==> config.mk <==
export PLATFORM = sky130hd
export DESIGN_NAME = res_drain
export DESIGN_NICKNAME = d
export VERILOG_FILES = /design/src/rtl/res_drain.sv
export SDC_FILE = /design/constraint.sdc
export NUM_CORES = 1
export LEC_CHECK = 0
export CORE_MARGIN = 3
export CORE_UTILIZATION = 45
export DETAILED_ROUTE_END_ITERATION = 6
export GPL_TIMING_DRIVEN = 0
export PLACE_DENSITY = 0.78
export SYNTH_ARGS = -nofsm -noshare
export SYNTH_HDL_FRONTEND = slang
export SYNTH_SLANG_ARGS = --single-unit
==> constraint.sdc <==
create_clock -name clk -period 44 [get_ports clk]
set_input_delay 13.2 -clock clk [delete_from_list [all_inputs] [get_ports clk]]
set_output_delay 13.2 -clock clk [all_outputs]
set_load 0.02 [all_outputs]
==> src/rtl/res_drain.sv <==
// Result drain stage: snapshots the array's result matrix and
// streams it out row-major over a valid/ready handshake.
module res_drain #(
  parameter int DATA_WIDTH = 8,
  parameter int MAT_WIDTH  = 8,
  parameter int IDX_WIDTH  = (MAT_WIDTH > 1) ? $clog2(MAT_WIDTH) : 1
) (
  input  logic                  clk,
  input  logic                  rst,
  input  logic [DATA_WIDTH-1:0] ipC [0:MAT_WIDTH-1][0:MAT_WIDTH-1],
  input  logic                  arrValid,
  output logic                  ack,
  output logic [DATA_WIDTH-1:0] outData,
  output logic [IDX_WIDTH-1:0]  outRow,
  output logic [IDX_WIDTH-1:0]  outCol,
  output logic                  outLast,
  output logic                  outValid,
  input  logic                  outReady,
  output logic                  busy
);

  typedef enum logic {
    IDLE,
    STREAM
  } state_e;

  localparam logic [IDX_WIDTH-1:0] LAST_IDX =
    IDX_WIDTH'(MAT_WIDTH - 1);

  state_e                state_q, state_d;
  logic                  armed_q, armed_d;
  logic                  ack_q, ack_d;
  logic [IDX_WIDTH-1:0]  row_q, row_d;
  logic [IDX_WIDTH-1:0]  col_q, col_d;
  logic [DATA_WIDTH-1:0] mat_q [0:MAT_WIDTH-1][0:MAT_WIDTH-1];
  logic [DATA_WIDTH-1:0] mat_d [0:MAT_WIDTH-1][0:MAT_WIDTH-1];
  logic                  streaming;
  logic                  at_last;

  assign streaming = (state_q == STREAM);
  assign at_last   = (row_q == LAST_IDX) && (col_q == LAST_IDX);

  always_comb begin
    state_d = state_q;
    armed_d = armed_q;
    ack_d   = 1'b0;
    row_d   = row_q;
    col_d   = col_q;
    mat_d   = mat_q;
    // Re-arm on any low cycle so a held-high valid captures only once.
    if (!arrValid) armed_d = 1'b1;
    unique case (state_q)
      IDLE: begin
        if (arrValid && armed_q) begin
          mat_d   = ipC;
          armed_d = 1'b0;
          ack_d   = 1'b1;
          row_d   = '0;
          col_d   = '0;
          state_d = STREAM;
        end
      end
      STREAM: begin
        if (outReady) begin
          if (at_last) begin
            row_d   = '0;
            col_d   = '0;
            state_d = IDLE;
          end else if (col_q == LAST_IDX) begin
            col_d = '0;
            row_d = row_q + 1'b1;
          end else begin
            col_d = col_q + 1'b1;
          end
        end
      end
    endcase
  end

  always_ff @(posedge clk) begin
    if (!rst) begin
      state_q <= IDLE;
      armed_q <= 1'b1;
      ack_q   <= 1'b0;
      row_q   <= '0;
      col_q   <= '0;
    end else begin
      state_q <= state_d;
      armed_q <= armed_d;
      ack_q   <= ack_d;
      row_q   <= row_d;
      col_q   <= col_d;
    end
  end

  // Buffer contents are only meaningful while streaming.
  always_ff @(posedge clk) begin
    mat_q <= mat_d;
  end

  assign ack      = ack_q;
  assign busy     = streaming;
  assign outValid = streaming;
  assign outLast  = streaming && at_last;
  assign outRow   = row_q;
  assign outCol   = col_q;
  assign outData  = streaming ? mat_q[row_q][col_q] : '0;

endmodule

# [Word-level counts from Yosys, hierarchy flattened]
# Index checks and enable logic that the tools add are counted.
[op_classes] reduce_logical=7 mux=23 n_lt_le_gt_ge=2 n_eq_ne=5 add_sub_neg=2 bitwise=4
[ops] op="$bmux 64 s3" n=1
[ops] op="$mux 64" n=2
[ops] op="$bmux 8 s3" n=1
[ops] op="$mux 8" n=3
[ops] op="$mux 3" n=7
[ops] op="$pmux 3 s2" n=2
[ops] op="$ge 4x4->1 const B" n=2
[ops] op="$not 3->4" n=2
[ops] op="$add 3x1->3 const B" n=2
[ops] op="$eq 3x3->1 const B" n=2
[ops] op="$mux 1" n=6
[ops] op="$ne 2x2->1 const B" n=2
[ops] op="$reduce_and 2->1" n=2
[ops] op="$logic_and 1x1->1" n=3
[ops] op="$ne 3x1->1 const B" n=1
[ops] op="$reduce_and 3->1" n=1
[ops] op="$not 1->1" n=2
[ops] op="$pmux 1 s2" n=1
[ops] op="$reduce_or 2->1" n=1
[totals] wordCells=112 in_bits=516 reg_bits=521 output_inout_bits=18

# [Logic depth before layout (Yosys ltp)]
# Gate-level depths: netlist (run 1).
[logic_depth] depth_word=8 depth_mapped=8 ltp_nobuf=6

# [Worst setup path before layout (run 1)]
# OpenSTA, ideal clock, no wires.
[synth_path] path_type="input-to-reg" from="in arrValid" to="reg row_q[2] (netlist: outRow[2])" path_slack_ps=14067 path_buffers=1 path_stages=5 t_arrival_ps=29796 cell_sequence="and3_1 clkbuf_1 o22ai_1 a32oi_1 nor2b_1"
[synth_via] elab_chain_len=3
[synth_lines] item="start, declared" line_no="11" source="input logic arrValid,"
[synth_lines] item="$logic_and 1x1->1" line_no="54" source="if (arrValid && armed_q) begin"
[synth_lines] item="$ne 2x2->1 (no line)"
[synth_lines] item="$reduce_and 3->1 (no line)"
[synth_lines] item="end signal, assigned" line_no="91" source="row_q <= row_d;"
[synth_lines] item="end, declared" line_no="33" source="logic [IDX_WIDTH-1:0] row_q, row_d;"
# No other way between the ends.
# A chain may end at the register's enable or synchronous reset.

# [Worst setup path after layout (run 1)]
[layout_path] from="reg row_q[1] (netlist: outRow[1])" to="out outData[2]"
[layout_via] elab_chain_len=8
[layout_lines] item="$not 3->4 (implied by the code)" line_no="107" source="assign outData = streaming ? mat_q[row_q][col_q] : '0;"
[layout_lines] item="$bmux 64 s3" line_no="107"
[layout_lines] item="$mux 64 (implied by the code) (2 in a row)" line_no="107"
[layout_lines] item="$bmux 8 s3" line_no="107"
[layout_lines] item="$mux 8 (implied by the code) (2 in a row)" line_no="107"
[layout_lines] item="$mux 8" line_no="107"
[layout_lines] item="end, declared" line_no="13" source="output logic [DATA_WIDTH-1:0] outData,"
# No other way between the ends. The select of a mux whose other input is x is not followed.

==> impl_metrics.tcl, run 1 <==
set metrics [dict create \
    status "completed" \
    fp.dieW_um 216 \
    synthFlopType "edfxtp_1" \
    yosysUniqueCellTypes 46 \
    io_pins 534 \
    path_buf_inv 3 \
    syn-cell-area_um2 19900 \
    fin_nets 1983 \
    via_per_inst 5.50 \
    p_total_mw 1.13 \
    root_buffer "clkbuf_16" \
    whs_path_depth 2 \
    crit_path_max_fanout 10 \
    grt_pass1_vias 12400 \
    post_drt_wl_per_cell_um 28.7 \
    synth_edf_count 512 \
    worst_r2r_path_depth 6 \
    clockBufferDepth 3 \
    seq_area_um2 15600 \
    synthesis.nets 1386 \
    syn_inst 866 \
    hold_viol 0 \
    cts_buffers 54 \
    first_pass_iters 5 \
    min-delay-path-class "reg -> reg" \
    yosys.cell_count.top_type "edfxtp_1" \
    fp.dieH_um 216 \
    fin_setup_tns_ns 0 \
    num_vias 11500 \
    cts_tree "yes" \
    grt_max_degree 73 \
    slowest_delay_ns 0.86 \
    grt_util_met3 0.0729 \
    critical_path_arrival_ns 4.62 \
    clock_latency_ns 0.59 \
    cp-end-kind "output port" \
    path_cells "buf_2, clkbuf_1, nand3b_1, o22ai_1, a211oi_1, a22o_1, clkdlybuf4s50_1" \
    met2_usage 0.435 \
    period_minus_slack_ns 17.82 \
    fillCellCount 2917 \
    fin_skew_ns 0.0224 \
    place_area_um2 26200 \
    grt_pass1_wl_mm 84.6 \
    ctsResizeCount 0 \
    drc 0 \
    worst_pin_slew_ns 1.12 \
    r2r-end "mat_q[340]" \
    clkTransAtPathRegs_ns 0.05 \
    critPathKind "reg -> out" \
    drv_cap 0 \
    gp_congestion 0.836 \
    stdcell_area_um2 27900 \
    post-cts-setup-buffer-count 0 \
    drive_gt1_frac 0.163 \
    fmax_mhz 56.1 \
    ys_ff_latch 521 \
    overflow 0 \
    io_buffers 533 \
    grt_busiest_layer "met2" \
    synth_top_cell_by_area "edfxtp_1" \
    start_util 0.459 \
    setup_viol 0 \
    ir_drop_mv 0.0292 \
    clkSinkCount 521 \
    hpwl_mm 45.1 \
    leakage_nw 9.12 \
    finalCritPeriodShare 0.405 \
    fin_util 0.643 \
    cts_max_level 2 \
    max_slew_margin 0.251 \
    holdWs_ns 0.478 \
    wirelength_mm 60.1 \
    start_kind "flop" \
    r2r_start "busy" \
    p_per_area_nw_per_um2 40.4 \
    slowest_stage "clkbuf_1" \
    grtUsageMet1 0.317 \
    cp_top_family "buffers and inverters" \
    core_um2 43500 \
    ys_warn_count 0 \
    min_from "armed_q" \
    required_ns 30.80 \
    dieArea_um2 46900 \
    synth.top_cell.area_share 0.771 \
    rsz0062_at_grt "false" \
    synth-seq-area-share 0.780 \
    hold_buffers 0 \
    drtIter0Drc 1168 \
    syn_avg_cell_area_um2 23.0 \
    multiInputGateArea_um2 4090 \
    antenna_found_initial 16 \
    grt_use_total 0.256 \
    drv_slew 0 \
    ys_async_sr_fraction 0 \
    min_delay_worst_endpoint "armed_q" \
    areaGrowthSynthToFinish_pct 40.1 \
    synthTopCellsByCount "512 x edfxtp_1, 128 x mux4_2, 29 x mux2i_1" \
    r2r_setup_slack_ns 41.16 \
    rows 76 \
    ys_top_cells_by_area "edfxtp_1 77%, mux4_2 14%, mux2i_1 1.5%, dfxtp_1 0.90%, buf_6 0.68%" \
    drtAntennaViolNets 0 \
]
routing by layer:
layer	wire, um	vias to the layer above
li1	-	4921
met1	22300	5907
met2	30900	588
met3	5200	105
met4	1700	12
met5	78	-
flip-flops by register name (all words and copies together) (netlist names):
register,flops
armed_q,1
outCol,3
outRow,3
ack,1
busy,1
mat_q,512
per-stage QoR:
step           setup slack [ns]  instances
5_1_grt                   26.00       2097
3_3_place_gp               8.45       1984
4_1_cts                   26.12       2088
3_5_place_dp              26.74       1992
2_1_floorplan             14.07        866
6_report                  26.18       2097
placed cells by master, fill, tap and decap left out, drive strengths merged, types with 10 or more instances in the layout:
| master | n |
|---|---|
| clkdlybuf4s50 | 533 |
| edfxtp | 512 |
| mux4 | 128 |
| clkbuf | 79 |
| buf | 39 |
| mux2i | 29 |
| clkinv | 20 |
| nand2 | 19 |
| a22oi | 13 |
| nand3 | 11 |
| nor2b | 10 |
| a31oi | 10 |
tightest hold or removal path: cells and delay by family, from the launching register on:
| family | cells | cell delay [ns] |
|---|---|---|
| DFF | 1 | 0.33 |
| and+or+nand+nor | 2 | 0.12 |
worst max path at each step:
| stage | startpoint | to | slack, ns | cells past startpoint |
|---|---|---|---|---|
| 2_1_floorplan | arrValid | outRow[2] | 14.07 | 5 |
| 3_5_place_dp | outRow[1] | outData[2] | 26.74 | 7 |
| 6_report | outRow[1] | outData[2] | 26.18 | 7 |
| 4_1_cts | outRow[1] | outData[2] | 26.12 | 7 |
| 3_3_place_gp | arrValid | outRow[2] | 8.45 | 6 |
| 5_1_grt | outRow[1] | outData[2] | 26.00 | 7 |
final cells by class:
class | count | share of cell area
inverter | 1 | 0.000134
clock buffer | 66 | 0.0508
clock inverter | 30 | 0.00995
tap | 585 | 0.0262
buffer | 44 | 0.0104
sequential | 521 | 0.557
antenna | 9 | 0.000806
timing repair buffer | 541 | 0.198
multi-input combinational | 300 | 0.146
where the power goes:
| group | switching [mW] | total, mW | internal (mW) |
|---|---|---|---|
| clock | 0.185 | 0.442 | 0.257 |
| combinational | 0.0352 | 0.0914 | 0.0563 |
| sequential | 0.00930 | 0.594 | 0.585 |
| total | 0.230 | 1.13 | 0.899 |
logic make-up after synthesis:
family	after synthesis	synth area share
flip-flops	521	0.780
multiplexers	158	0.160
AO/OA/AOI/OAI	74	0.0265
AND/OR/NAND/NOR	64	0.0163
buffers and inverters	45	0.0146
adder cells (fa/ha/maj)	4	0.00251
Power figures use the tool's default switching activity.
==> run 2: changes to the inputs <==
Settings changed: CORE_UTILIZATION 45 to 44, PLACE_DENSITY 0.78 to 0.8.
Clock period 44 ns to 14.4 ns, I/O delays scaled along.
==> impl_metrics.tcl, run 2 (synthesized netlist as in run 1, its figures left out) <==
set metrics [dict create \
    status "completed" \
    grt_use_total 0.253 \
    cts_max_level 2 \
    root_buffer "clkbuf_16" \
    start_kind "flop" \
    post-cts-setup-buffer-count 0 \
    min_delay_worst_endpoint "armed_q" \
    seq_power_share 0.524 \
    fillCellCount 3074 \
    seq_area_um2 15600 \
    hold_viol 0 \
    hpwl_mm 45.1 \
    largest_reg_flops 512 \
    setup_viol 0 \
    hold_buffers 0 \
    worst_r2r_path_depth 6 \
    rows 77 \
    fin_nets 1978 \
    fp.dieW_um 219 \
    r2r-end "mat_q[233]" \
    required_ns 10.08 \
    io_pins 534 \
    slowest_delay_ns 0.85 \
    min-delay-path-class "reg -> reg" \
    path_buf_inv 3 \
    drv_cap 0 \
    drc 0 \
    ir_drop_mv 0.109 \
    critPathKind "reg -> out" \
    overflow 0 \
    grt_max_degree 129 \
    max_slew_margin 0.231 \
    post_drt_wl_per_cell_um 29.1 \
    fin_util 0.626 \
    period_minus_slack_ns 9.01 \
    via_per_inst 5.47 \
    gp_congestion 0.833 \
    rsz0062_at_grt "false" \
    numPlacedInstances 1995 \
    antenna_found_initial 11 \
    io_buffers 533 \
    layout_commonest_cell "clkdlybuf4s50_1" \
    critical_path_arrival_ns 4.69 \
    cp_top_family "buffers and inverters" \
    p_sw_mw 0.702 \
    first_pass_iters 5 \
    intPower_mw 2.77 \
    clkTransAtPathRegs_ns 0.06 \
    areaGrowthSynthToFinish_pct 39.8 \
    drv_slew 0 \
    finalCritPeriodShare 0.626 \
    clkSinkCount 521 \
    cts_buffers 53 \
    ctsResizeCount 0 \
    path_cells "buf_2, clkbuf_1, nand3b_1, o22ai_1, a211oi_1, a22o_1, clkdlybuf4s50_1" \
    largest-register "mat_q" \
    cp-end-kind "output port" \
    cts_tree "yes" \
    grt_pass1_wl_mm 84.6 \
    fin_skew_ns 0.0186 \
    final_cell_mix "533 x clkdlybuf4s50_1, 512 x edfxtp_1, 128 x mux4_2" \
    r2r_setup_slack_ns 11.21 \
    drtAntennaViolNets 0 \
    wirelength_mm 61.0 \
    dieArea_um2 47900 \
    slowest_stage "clkbuf_1" \
    fp.dieH_um 219 \
    drive_gt1_frac 0.159 \
    p_comb_frac 0.080 \
    drtIter0Drc 1054 \
    grt_pass1_vias 12700 \
    core_um2 44500 \
    clkPwrFrac 0.397 \
    whs_path_depth 2 \
    clock_latency_ns 0.59 \
    leakage_nw 9.10 \
    clockBufferDepth 3 \
    min_from "armed_q" \
    multiInputGateArea_um2 4090 \
    r2r_start "busy" \
    p_per_area_nw_per_um2 124 \
    switching_share 0.202 \
    final_cells 2098 \
    worst_pin_slew_ns 1.15 \
    start_util 0.448 \
    crit_path_max_fanout 10 \
    num_vias 11500 \
    fmax_mhz 111 \
]
[run 2: worst reg2reg max path: cells and delay by family (launching register included)]
kind,cells,cell delay (ns)
buf+inv,5,2.04
flops,1,0.40
simple gates,1,0.18
[run 2: worst max path at each step]
stage | from | to | slack [ns] | cells after the start
final | outRow[1] | outData[2] | 5.39 | 7
after global routing | outRow[1] | outData[2] | 5.18 | 7
after CTS | outRow[1] | outData[2] | 5.27 | 7
after detailed placement | outRow[1] | outData[2] | 5.90 | 7
after global placement | arrValid | outRow[2] | -0.77 | 6
after floorplan | arrValid | outRow[2] | 2.00 | 5
[run 2: final cells by class]
class / instances / area share
inverters: 1 / 0.000135
plain buffers: 44 / 0.0107
clock inverters: 31 / 0.0119
repair buffers: 537 / 0.195
clock buffers: 66 / 0.0501
diodes: 6 / 0.000539
flip-flops and latches: 521 / 0.558
multi-input cells: 300 / 0.147
well taps: 592 / 0.0266
[run 2: power groups by stage]
stage               logic (mW)  clock network [mW]  registers (mW)
finish                   0.277                1.38            1.82
global route             0.293                1.46            1.82
CTS                      0.278                1.40            1.82
detailed placement       0.276                   0            1.85
global placement         0.263                   0            1.89
floorplan               0.0846                   0            1.87
[run 2: metrics by stage]
stage                     total power [mW]  setup WS (ns)  cell area (um2)  hold WS, ns  setup TNS, ns
after floorplan                       1.96           2.00            19900        0.434              0
after global placement                2.15         -0.771            26000        0.456          -1.95
after detailed placement              2.12           5.90            26100        0.477              0
after CTS                             3.50           5.27            27900        0.493              0
after global routing                  3.58           5.18            27900        0.515              0
final                                 3.47           5.39            27900        0.492              0
[run 2: layer usage]
layer	vias up	GRT usage	part of all wire
met4	6	0.0963	0.036
met2	608	0.437	0.51
met3	120	0.0684	0.083
met5	-	0	0.00064
met1	5824	0.304	0.37
li1	4908	-	-
